===== src/rtl/fsk_pkg.sv =====
// fsk_pkg
// Shared definitions for the FSK demodulator controller: the FSM state
// encoding, the smallest divider the sample timer will run with, and the
// default energy-wait timeout.
package fsk_pkg;

  typedef enum logic [2:0] {
    S_IDLE,
    S_RUN,
    S_DUMP,
    S_WAIT_E,
    S_DECIDE
  } fsk_state_t;

  // Dividers below this are raised to it so the DUMP/WAIT_E/DECIDE sequence
  // always finishes before the next sample strobe of the following symbol.
  localparam int MIN_DIV = 20;

  // Cycles from the accumulator dump pulse to the timeout error pulse.
  localparam int TMO_DEFAULT = 16;

endpackage


===== src/rtl/fsk_sample_timer.sv =====
// fsk_sample_timer
// Sample-rate divider and samples-per-symbol counter.
// Ports:
//   clk, reset        clock, synchronous active-high reset
//   load              latch (clamped) cfg_div/cfg_sps and clear both counters
//   active            controller is not idle; the divider runs only then
//   in_run            controller is in RUN; only then do samples advance smp_cnt
//   cfg_div, cfg_sps  configuration, sampled on load
//   sample_en         one-cycle strobe on the last cycle of each divider period
//   smp_cnt           index of the current sample within the symbol
//   last_smp          smp_cnt addresses the final sample of the symbol
module fsk_sample_timer
  import fsk_pkg::*;
#(
  parameter int DIV_W = 16,
  parameter int SPS_W = 7
) (
  input  logic             clk,
  input  logic             reset,
  input  logic             load,
  input  logic             active,
  input  logic             in_run,
  input  logic [DIV_W-1:0] cfg_div,
  input  logic [SPS_W-1:0] cfg_sps,
  output logic             sample_en,
  output logic [SPS_W-1:0] smp_cnt,
  output logic             last_smp
);

  logic [DIV_W-1:0] div_q;
  logic [SPS_W-1:0] sps_q;
  logic [DIV_W-1:0] div_cnt;

  // The divider keeps counting through DUMP/WAIT_E/DECIDE so the symbol
  // period stays exactly div*sps cycles; it is held at zero while idle.
  always_ff @(posedge clk) begin
    if (reset) begin
      div_q   <= DIV_W'(MIN_DIV);
      sps_q   <= SPS_W'(1);
      div_cnt <= '0;
      smp_cnt <= '0;
    end else if (load) begin
      div_q   <= (cfg_div < DIV_W'(MIN_DIV)) ? DIV_W'(MIN_DIV) : cfg_div;
      sps_q   <= (cfg_sps == '0) ? SPS_W'(1) : cfg_sps;
      div_cnt <= '0;
      smp_cnt <= '0;
    end else if (!active) begin
      div_cnt <= '0;
      smp_cnt <= '0;
    end else begin
      div_cnt <= sample_en ? '0 : div_cnt + DIV_W'(1);
      if (in_run && sample_en)
        smp_cnt <= last_smp ? '0 : smp_cnt + SPS_W'(1);
    end
  end

  assign sample_en = active && (div_cnt == div_q - DIV_W'(1));
  assign last_smp  = (smp_cnt == sps_q - SPS_W'(1));

endmodule


===== src/rtl/fsk_demod_ctrl.sv =====
// fsk_demod_ctrl
// Control FSM for a two-tone (FSK) correlator demodulator. It paces the
// ADC/correlator with a sample strobe and table address, dumps and clears the
// correlator accumulators once per symbol, waits for the two tone energies and
// turns them into a bit.
// Ports:
//   clk, reset                clock, synchronous active-high reset
//   start                     level; starts demodulation when seen in IDLE
//   stop                      pulse; stop after the current symbol completes
//   cfg_div, cfg_sps          clock cycles per sample, samples per symbol
//   energy_f1, energy_f2      unsigned correlator energies for tones f1/f2
//   energy_valid              energies are valid this cycle
//   sample_en, rom_addr       sample strobe and reference-table index
//   acc_clr, acc_dump         correlator accumulator clear / dump pulses
//   bit_out, bit_valid        decided bit (1 = f2 stronger) and its strobe
//   busy, err                 not idle; one-cycle energy timeout pulse
module fsk_demod_ctrl
  import fsk_pkg::*;
#(
  parameter int DIV_W = 16,
  parameter int SPS_W = 7,
  parameter int E_W   = 24,
  parameter int TMO   = TMO_DEFAULT
) (
  input  logic             clk,
  input  logic             reset,
  input  logic             start,
  input  logic             stop,
  input  logic [DIV_W-1:0] cfg_div,
  input  logic [SPS_W-1:0] cfg_sps,
  input  logic [E_W-1:0]   energy_f1,
  input  logic [E_W-1:0]   energy_f2,
  input  logic             energy_valid,
  output logic             sample_en,
  output logic [SPS_W-1:0] rom_addr,
  output logic             acc_clr,
  output logic             acc_dump,
  output logic             bit_out,
  output logic             bit_valid,
  output logic             busy,
  output logic             err
);

  localparam int TMO_W = $clog2(TMO + 1);
  // The timeout counter starts in the first WAIT_E cycle, so leaving on
  // TMO-2 puts the err pulse exactly TMO cycles after the acc_dump pulse.
  localparam logic [TMO_W-1:0] TMO_LAST = TMO_W'(TMO - 2);

  fsk_state_t       state;
  logic             stop_pending;
  logic [TMO_W-1:0] tmo_cnt;
  logic [E_W-1:0]   e1_q;
  logic [E_W-1:0]   e2_q;
  logic             last_smp;
  logic             load;

  assign load = (state == S_IDLE) && start;
  assign busy = (state != S_IDLE);

  fsk_sample_timer #(
    .DIV_W (DIV_W),
    .SPS_W (SPS_W)
  ) u_timer (
    .clk       (clk),
    .reset     (reset),
    .load      (load),
    .active    (busy),
    .in_run    (state == S_RUN),
    .cfg_div   (cfg_div),
    .cfg_sps   (cfg_sps),
    .sample_en (sample_en),
    .smp_cnt   (rom_addr),
    .last_smp  (last_smp)
  );

  // Symbol sequencing. All pulse outputs are registered and therefore appear
  // in the first cycle of the state that follows the transition causing them.
  always_ff @(posedge clk) begin
    if (reset) begin
      state        <= S_IDLE;
      stop_pending <= 1'b0;
      tmo_cnt      <= '0;
      e1_q         <= '0;
      e2_q         <= '0;
      bit_out      <= 1'b0;
      bit_valid    <= 1'b0;
      acc_clr      <= 1'b0;
      acc_dump     <= 1'b0;
      err          <= 1'b0;
    end else begin
      acc_clr   <= 1'b0;
      acc_dump  <= 1'b0;
      bit_valid <= 1'b0;
      err       <= 1'b0;

      if (state != S_IDLE && stop)
        stop_pending <= 1'b1;

      case (state)
        S_IDLE: begin
          if (start) begin
            acc_clr <= 1'b1;
            state   <= S_RUN;
          end
        end
        S_RUN: begin
          if (sample_en && last_smp) begin
            acc_dump <= 1'b1;
            state    <= S_DUMP;
          end
        end
        S_DUMP: begin
          tmo_cnt <= '0;
          state   <= S_WAIT_E;
        end
        S_WAIT_E: begin
          if (energy_valid) begin
            e1_q  <= energy_f1;
            e2_q  <= energy_f2;
            state <= S_DECIDE;
          end else if (tmo_cnt == TMO_LAST) begin
            err          <= 1'b1;
            stop_pending <= 1'b0;
            state        <= S_IDLE;
          end else begin
            tmo_cnt <= tmo_cnt + TMO_W'(1);
          end
        end
        S_DECIDE: begin
          // Equal energies carry no information, so the previous bit is kept.
          if (e2_q > e1_q)
            bit_out <= 1'b1;
          else if (e1_q > e2_q)
            bit_out <= 1'b0;
          bit_valid <= 1'b1;
          acc_clr   <= 1'b1;
          if (stop_pending || stop) begin
            stop_pending <= 1'b0;
            state        <= S_IDLE;
          end else begin
            state <= S_RUN;
          end
        end
        default: state <= S_IDLE;
      endcase
    end
  end

endmodule


===== config.mk =====
export PLATFORM = sky130hd
export DESIGN_NAME = fsk_demod_ctrl
export DESIGN_NICKNAME = d
export VERILOG_FILES = /design/src/rtl/fsk_pkg.sv /design/src/rtl/fsk_sample_timer.sv /design/src/rtl/fsk_demod_ctrl.sv
export SDC_FILE = /design/constraint.sdc
export NUM_CORES = 1
export LEC_CHECK = 0
export BUFFER_PORTS_ARGS = -buffer_cell sky130_fd_sc_hd__buf_4
export CORE_MARGIN = 3
export CORE_UTILIZATION = 45
export DETAILED_ROUTE_END_ITERATION = 16
export GPL_ROUTABILITY_DRIVEN = 0
export HOLD_SLACK_MARGIN = 0.12
export PLACE_DENSITY_LB_ADDON = 0.3
export SLEW_MARGIN = 10
export SYNTH_ARGS = -nofsm -noshare
export SYNTH_HDL_FRONTEND = slang
export SYNTH_SLANG_ARGS = --single-unit

===== constraint.sdc =====
create_clock -name clk -period 4.7 [get_ports clk]
set_input_delay 0.235 -clock clk [delete_from_list [all_inputs] [get_ports clk]]
set_output_delay 0.235 -clock clk [all_outputs]
set_load 0.02 [all_outputs]

==> results.toml, run 1 <==
[status]
status = "finished, final reports clean"

[pwr]
p_int_mw = 1.49
switching_share_pct = 23.6
ir_worst_vdd_uv = 183
netSwitchingPower_mw = 0.462
powerDensity_nw_per_um2 = 288
pwr-share-clk_pct = 40.5
power.share.combinational_pct = 10.6
seq_power_share_pct = 48.9
p_leak_nw = 2.60

[run]
drv_cap = 0

[logic_synthesis]
syn_nets = 837
ys_ff_latch = 108
yosys_warnings = 0
synth_xor_area_share_pct = 6.32
synth_top_family_by_area = "simple AND/OR/NAND/NOR gates"
synth_mux_area_share_pct = 0.198
ys_seq_area_share_pct = 38.1
synth_compound_area_share_pct = 16.6
synth-simple-area-share_pct = 26.8
netlist_instances = 731
synth.distinct_cells = 63
yosys_most_used_dff = "dfxtp_1"
ys_async_sr_fraction_pct = 0
syn_area_um2 = 5680
synth_fa_ha_area_share_pct = 6.61
synth_edf_count = 0
syn_area_per_cell_um2 = 7.77

[clock_network]
cts.sinks = 108
clock-root-buffer = "clkbuf_16"
htree_levels = 3
numCtsBuffers = 9
path_clk_slew_ns = 0.07
cts_buffer_depth = 2
worstSkewPairLatency_ns = 0.35
cts_tree = "yes"
cts_resized = 0

[drt]
wire_per_inst_um = 14.1
drtAntennaViolNets = 0
dr.pass1.iters = 5
vias_per_cell = 5.37
vias = 5232
drt-total-wl_um = 13700
drcViolationCount = 0
drtIter0Drc = 362

[cells_and_area]
layout.nets = 909
seqCellArea_um2 = 2160
antenna_cells = 0
area_delta_synth_final_pct = 19.5
final_common_cell = "nand2_1"
final_cell_mix = "159 x nand2_1, 108 x dfxtp_1, 92 x buf_4, 84 x a21oi_1, 44 x nor2_1"
fillers = 1124
postLayoutCoreUtil_pct = 55.8
drive_gt1_share_pct = 15.5
multi_input_area_um2 = 3210

[global_route]
grt_start_max_net_pins = 85
grt_util_met1_pct = 25.7
first_global_vias = 4965
grt_usage_pct = 19.7
grt.busiest_layer = "met2"
grt_first_pass_wirelength_um = 23100
grt_use_met2_pct = 32.4
grt.overflow.total = 0
antenna_found_initial = 0
use_met3_pct = 3.88

[worst_setup_path]
worstPathRequired_ns = 4.91
path_max_fanout = 16
end_kind = "flop"
slowest_delay_ns = 0.68
cp-start-kind = "flop"
worstSetupPathType = "reg -> reg"
cp_slowest_cell = "nor3b_2"
cp_cell_sequence = "inv_1 > ha_1 > nor3b_2 > a41oi_1 > or3_1 > or4_4 > or2_1 > o21ai_2 > nor2_1"
critical_path_arrival_ns = 3.72

[timing]
fin_crit_sh_pct = 74.8
relSlewSlack_pct = 24.2
min_period_ns = 3.52
tightestPinTransition_ns = 1.14
skew_ns = 0.00443
finalSetupTns_ns = 0
setup_viol = 0
slew_violations = 0
rsz0062_at_grt = "no"
fmax_mhz = 284
finalHoldViolations = 0

[placed_design]
io_buffers = 89
dp_hpwl_um = 10200

[hold_path]
hp-class = "in -> reg"

[floorplanning]
die_w_um = 118
io_pins = 90
coreArea_um2 = 12200
num_rows = 40
dieArea_um2 = 14000
initial_core_util_pct = 46.7
die_y_um = 118
==> cells by family (layout without fill, tap and decap cells) <==
| group | after synthesis | after routing |
|---|---|---|
| AND/OR/NAND/NOR | 320 | 320 |
| AO/OA/AOI/OAI | 157 | 157 |
| multiplexers | 1 | 1 |
| flip-flops | 108 | 108 |
| buffers and inverters | 74 | 150 |
| XOR/XNOR | 41 | 41 |
| adder cells (fa/ha/maj) | 30 | 30 |
==> Yosys cell counts, drive strengths merged (17+ instances only) <==
cell | number | area share, %
nand2 | 160 | 11
dfxtp | 108 | 38
a21oi | 85 | 7.6
nor2 | 44 | 2.9
inv | 36 | 2.4
ha | 30 | 6.6
clkbuf | 29 | 1.9
xnor2 | 22 | 3.4
o21ai | 19 | 1.7
xor2 | 19 | 2.9
nor3 | 17 | 1.5
==> registers in the layout, indices dropped and copies added (netlist names) <==
signal	cells
e1_q	24
stop_pending	1
err	1
state	3
e2_q	24
acc_dump	1
u_timer.div_q	16
u_timer.div_cnt	16
u_timer.sps_q	7
u_timer.smp_cnt	7
tmo_cnt	5
bit_valid	1
acc_clr	1
bit_out	1
==> power groups by stage <==
stage                     sequential [mW]  clock (mW)  combinational, mW
after floorplan                     0.965           0              0.130
after global placement              0.974           0              0.195
after detailed placement            0.976           0              0.200
after CTS                           0.955       0.810              0.205
after global routing                0.958       0.843              0.229
final                               0.955       0.792              0.206
==> path summary, 6_finish.rpt <==
kind / end / start / cells past startpoint / slack (ns)
worst max register to register: u_timer.div_cnt[11] / u_timer.div_q[0] / 9 / 1.18
worst min register to register: e2_q[21] / e2_q[21] / 2 / 0.46
worst min-delay path: e1_q[5] / energy_f1[5] / 3 / 0.13
worst max-delay path: u_timer.div_cnt[11] / u_timer.div_q[0] / 9 / 1.18
==> metal layers <==
metal	vias to the layer above	part of all wire (%)
met5	-	0
met4	0	1.8
met3	24	6.0
met2	151	46
met1	2405	46
li1	2652	-
==> critical path: cells and delay by family (launching register included) <==
kind	cells	cell delay (ns)
flip-flops	1	0.34
AO/OA/AOI/OAI	2	0.75
adder cells (fa/ha/maj)	1	0.26
buffers and inverters	1	0.11
AND/OR/NAND/NOR	5	1.92
==> layout make-up <==
type,count,share of cell area (%)
clock buffer,10,3.37
sequential,108,31.9
clock inverter,5,1.14
timing repair buffer,99,11.2
multi-input combinational,549,47.3
tap,168,3.10
inverter,36,1.99
==> timing repair <==
| action | CTS | global route |
|---|---|---|
| buffers inserted | 0 | 0 |
| hold buffers | 7 | 0 |
| endpoints found under the hold margin | 7 | 0 |
==> per-stage QoR <==
| step | total power, mW | hold slack [ns] | setup WS, ns | instance area [um2] | cells |
|---|---|---|---|---|---|
| floorplan | 1.09 | 0.314 | 2.00 | 5680 | 731 |
| global placement | 1.17 | 0.433 | 1.38 | 6410 | 953 |
| detailed placement | 1.18 | 0.439 | 1.21 | 6410 | 953 |
| CTS | 1.97 | 0.121 | 1.21 | 6790 | 975 |
| global route | 2.03 | 0.130 | 0.907 | 6790 | 975 |
| finish | 1.95 | 0.130 | 1.18 | 6790 | 975 |
No activity file was read; power rests on OpenSTA's default activity.
==> inputs of run 2 (changes only) <==
Clock period 4.7 ns to 3.6 ns, I/O delays scaled along.
==> run 2 against run 1 <==
Global-route usage grew 1.8 points. Hold slack gained 0.070 ns. First-iteration DRC count grew 13%. Sequential power grew 31%. Combinational power grew 62%. Via count grew 6.5%. Sequential share of layout area shrank 3.0 points. Worst setup slack lost 0.90 ns. Critical path depth grew 1. Non-clock buffer count grew 67. Core utilization grew 5.8 points. Cell count grew 7.0%. Highest routed layer unchanged.
==> results.toml, run 2 (synthesis gave the netlist of run 1 again) <==
[worst_setup_path]
cp_cell_sequence = "inv_1 > ha_1 > nor3b_4 > a41oi_1 > or3_1 > or4_4 > a2111oi_2 > buf_4 > nand2_2 > o21ai_1"
rr_endpoint = "u_timer.smp_cnt[4]"
worstSetupPathType = "reg -> reg"
path_buf_inv = 2
critical_path_arrival_ns = 3.59
worstPathRequired_ns = 3.87
rrSetupSlack_ns = 0.28
crit_family = "simple AND/OR/NAND/NOR gates"
cp_slowest_cell = "nor3b_4"
worst_r2r_startpoint = "u_timer.div_q[0]"
path_max_fanout = 13
rr_worst_depth = 10
slowest_delay_ns = 0.53
end_kind = "flop"
cp-start-kind = "flop"

[timing]
rsz0062_at_grt = "no"
finalSetupTns_ns = 0
skew_ns = 0.00610
fmax_mhz = 302
finalHoldViolations = 0
slew_violations = 0
tightestPinTransition_ns = 1.08
relSlewSlack_pct = 28.1
setup_viol = 0
min_period_ns = 3.32
fin_crit_sh_pct = 92.1

[cells_and_area]
reg_top3 = "e1_q x24, e2_q x24"
postLayoutCoreUtil_pct = 61.6
antenna_cells = 0
layout.nets = 976
final_common_cell = "nand2_1"
drive_gt1_share_pct = 14.7
final_cell_mix = "159 x nand2_1, 108 x dfxtp_1, 94 x buf_4, 84 x a21oi_1, 72 x dlygate4sd3_1"
area_delta_synth_final_pct = 31.8
fillers = 1059

[floorplanning]
die_w_um = 118
dieArea_um2 = 14000
num_rows = 40
io_pins = 90
die_y_um = 118
coreArea_um2 = 12200
initial_core_util_pct = 46.7

[global_route]
grt_start_max_net_pins = 85
grt_usage_pct = 21.5
antenna_found_initial = 0
first_global_vias = 5368
grt.overflow.total = 0
grt_first_pass_wirelength_um = 25100

[clock_network]
postCtsSetupRepairBufs = 0
cts.sinks = 108
worstSkewPairLatency_ns = 0.34
cts_tree = "yes"
numCtsBuffers = 9
path_clk_slew_ns = 0.07
cts_buffer_depth = 2
htree_levels = 3
clock-root-buffer = "clkbuf_16"

[drt]
routed-wl-met3_um = 797
drt-total-wl_um = 14900
vias_per_cell = 5.34
drt-met1-wl_um = 6580
wire_per_inst_um = 14.3
drtAntennaViolNets = 0
drtIter0Drc = 410
drcViolationCount = 0
top_layer_used = "met4"
vias = 5573
met2WireLength_um = 7220
dr.pass1.iters = 5

[hold_path]
hp-start = "start"
hp-class = "in -> reg"
min_path_cells = 3
hold-path-endpoint = "acc_clr"

[pwr]
powerDensity_nw_per_um2 = 356
p_int_mw = 2.03
power.share.combinational_pct = 12.5
seq_power_share_pct = 46.8
switching_share_pct = 24.0
pwr-share-clk_pct = 40.7
ir_worst_vdd_uv = 223
p_leak_nw = 2.89
netSwitchingPower_mw = 0.640
total_power_mw = 2.67

[status]
status = "finished, final reports clean"

[run]
drv_cap = 0

[placed_design]
io_buffers = 89
dp_hpwl_um = 10200
[run 2: cell type report]
class | count | area, um2 | area share, %
well taps | 168 | 210 | 2.81
multi-input cells | 549 | 3220 | 43.0
clock buffers | 10 | 239 | 3.19
repair buffers | 166 | 1430 | 19.1
flip-flops and latches | 108 | 2160 | 28.9
clock inverters | 6 | 95.1 | 1.27
inverters | 36 | 135 | 1.80
[run 2: tightest hold or removal path, cell delays in order]
cell and delay (ns):
buf_4 0.10, nor2_1 0.05, nor4_1 0.15
[run 2: worst max-delay path by stage]
stage	slack, ns	from	cells past startpoint	end
floorplan	0.90	u_timer.div_q[0]	10	u_timer.div_cnt[12]
CTS	0.15	u_timer.div_q[0]	10	u_timer.smp_cnt[4]
finish	0.28	u_timer.div_q[0]	10	u_timer.smp_cnt[4]
global route	0.06	u_timer.div_q[0]	10	u_timer.smp_cnt[6]
global placement	0.41	u_timer.div_q[0]	10	u_timer.smp_cnt[3]
detailed placement	0.18	u_timer.div_q[0]	10	u_timer.smp_cnt[4]
[run 2: repair_timing]
action,in CTS,in global routing
hold buffers,72,0
endpoints found under the setup margin,0,8
resized for setup,0,1
endpoints found under the hold margin,72,0
[run 2: power groups by stage]
| stage | clock [mW] | sequential [mW] | combinational [mW] |
|---|---|---|---|
| 6_report | 1.09 | 1.25 | 0.333 |
| 5_1_grt | 1.17 | 1.25 | 0.366 |
| 4_1_cts | 1.11 | 1.25 | 0.326 |
| 3_5_place_dp | 0 | 1.27 | 0.262 |
| 3_3_place_gp | 0 | 1.27 | 0.257 |
| 2_1_floorplan | 0 | 1.26 | 0.170 |
[run 2: layer usage]
| metal | vias to the layer above | GRT usage, % |
|---|---|---|
| li1 | 2777 | - |
| met1 | 2592 | 28.1 |
| met3 | 28 | 3.92 |
| met5 | - | 0 |
| met4 | 0 | 7.99 |
| met2 | 176 | 35.3 |
[run 2: stage by stage]
stage	hold slack, ns	cell area [um2]	worst slack [ns]	cells
after floorplan	0.259	5680	0.899	731
after global placement	0.380	6430	0.406	955
after detailed placement	0.384	6430	0.176	955
after CTS	0.169	7480	0.153	1043
after global routing	0.200	7490	0.0601	1043
final	0.201	7490	0.284	1043
==> inputs of run 3 (changes only) <==
Settings changed: CTS_CLUSTER_SIZE set to 24.
Clock period 3.6 ns to 3 ns, I/O delays scaled along.
==> run 3 against run 2 <==
Cell count grew 1.3%. Sequential power up 19%. Flip-flop and latch count did not move. Design area rose by 2.1%. Clock power grew 13%. Combinational power increased by 31%. Worst setup slack worse by 0.14 ns.
==> results.toml, run 3 (synthesis gave the netlist of run 1 again) <==
[status]
status = "finished, final reports clean"

[pwr]
power.share.combinational_pct = 13.8
ir_worst_vdd_uv = 282
switching_share_pct = 25.0
p_leak_nw = 2.96
p_int_mw = 2.37
powerDensity_nw_per_um2 = 413
seq_power_share_pct = 47.3
netSwitchingPower_mw = 0.790
pwr-share-clk_pct = 39.0

[global_route]
grt.busiest_layer = "met2"
grt_util_met1_pct = 27.9
use_met3_pct = 4.78
grt.overflow.total = 0
first_global_vias = 5488
grt_first_pass_wirelength_um = 25500
antenna_found_initial = 0
grt_usage_pct = 21.9
grt_use_met2_pct = 37.0
grt_start_max_net_pins = 58

[clock_network]
cts_tree = "yes"
htree_levels = 3
clock-root-buffer = "clkbuf_16"
cts_buffer_depth = 2
cts.sinks = 108
numCtsBuffers = 9
path_clk_slew_ns = 0.07
worstSkewPairLatency_ns = 0.36

[worst_setup_path]
rr_worst_depth = 10
slowest_delay_ns = 0.41
critical_path_arrival_ns = 2.70
cp_slowest_cell = "or3b_4"
cp_cell_sequence = "inv_1 > ha_4 > or3b_4 > nor2_4 > o21ai_0 > a211o_1 > nor4_4 > nand2_1 > nor2_1 > buf_4"
crit_cells = 10
worstSetupPathType = "reg -> out"
crit_family = "simple AND/OR/NAND/NOR gates"
path_buf_inv = 2
cp-start-kind = "flop"
end_kind = "output port"
path_max_fanout = 5
worstPathRequired_ns = 2.85

[placed_design]
dp.cells = 965
io_buffers = 89
dp_hpwl_um = 10700

[floorplanning]
dieArea_um2 = 14000
io_pins = 90
die_w_um = 118
initial_core_util_pct = 46.7
num_rows = 40
die_y_um = 118
coreArea_um2 = 12200

[timing]
fin_crit_sh_pct = 95.1
min_period_ns = 2.85
setup_viol = 0
relSlewSlack_pct = 53.8
skew_ns = 0.0101
finalSetupTns_ns = 0
rsz0062_at_grt = "no"
slew_violations = 0
fmax_mhz = 350
tightestPinTransition_ns = 0.686
finalHoldViolations = 0

[hold_path]
hp-class = "in -> reg"
min_path_cells = 3

[drt]
dr.pass1.iters = 5
vias = 5605
drt-total-wl_um = 15500
wire_per_inst_um = 14.6
vias_per_cell = 5.30
drtAntennaViolNets = 0
drtIter0Drc = 451
drcViolationCount = 0

[cells_and_area]
instances_no_fill = 1057
postLayoutCoreUtil_pct = 62.9
layout.nets = 989
area_delta_synth_final_pct = 34.6
final_common_cell = "nand2_1"
drive_gt1_share_pct = 16.7
reg_top3 = "e1_q x24, e2_q x24"
final_cell_mix = "159 x nand2_1, 108 x dfxtp_1, 105 x buf_4, 84 x a21oi_1, 72 x dlygate4sd3_1"

[run]
drv_cap = 0
-- run 3: cell types whose count changed in the layout (fill, tap and decap cells not counted), sizes merged --
cell / delta
clkdlybuf4s15: +1
bufinv: -1
clkinvlp: +1
clkinv: -1
diode: +1
buf: +12
inv: +1
-- run 3: power by group through the flow --
stage | sequential, mW | clock [mW] | combinational, mW
finish | 1.49 | 1.23 | 0.436
global route | 1.50 | 1.31 | 0.475
CTS | 1.49 | 1.25 | 0.414
detailed placement | 1.52 | 0 | 0.337
global placement | 1.52 | 0 | 0.330
floorplan | 1.51 | 0 | 0.204
-- run 3: cell type report --
class | instances | area (um2)
diodes | 1 | 2.50
clock buffers | 10 | 239
clock inverters | 6 | 71.3
fillers | 1012 | 4520
inverters | 36 | 135
multi-input cells | 549 | 3290
flip-flops and latches | 108 | 2160
well taps | 168 | 210
repair buffers | 179 | 1540
-- run 3: layer usage --
metal	part of all wire, %	wire length, um
met5	0	0
met4	2.1	323
met3	5.5	852
met2	49	7580
met1	43	6720
-- run 3: worst paths after layout --
check	slack, ns	from	end
worst min register to register	0.46	e2_q[8]	e2_q[8]
worst min-delay path	0.16	start	acc_clr
worst max-delay path	0.15	u_timer.div_q[0]	sample_en
worst max register to register	0.17	u_timer.div_q[0]	u_timer.smp_cnt[0]
-- run 3: metrics by stage --
stage                     area [um2]  setup slack [ns]  hold WS (ns)  total power, mW
after global placement          6510             0.277         0.351             1.85
after floorplan                 5680             0.299         0.229             1.72
after global routing            7640           0.00113         0.187             3.28
after detailed placement        6510             0.142         0.355             1.86
after CTS                       7550            0.0396         0.146             3.16
final                           7650             0.146         0.157             3.16
-- run 3: worst min-delay path: stages --
cell	delay (ns)
buf_4	0.13
nor2_1	0.13
nor4_1	0.06
-- run 3: timing repair --
item                                    in CTS  in global routing
endpoints found under the setup margin       1                  9
hold buffers                                72                  0
pin swaps                                    0                  2
gates resized for setup                      1                 11
endpoints found under the hold margin       72                  0
buffers inserted                             0                  2
cloned                                       0                  1
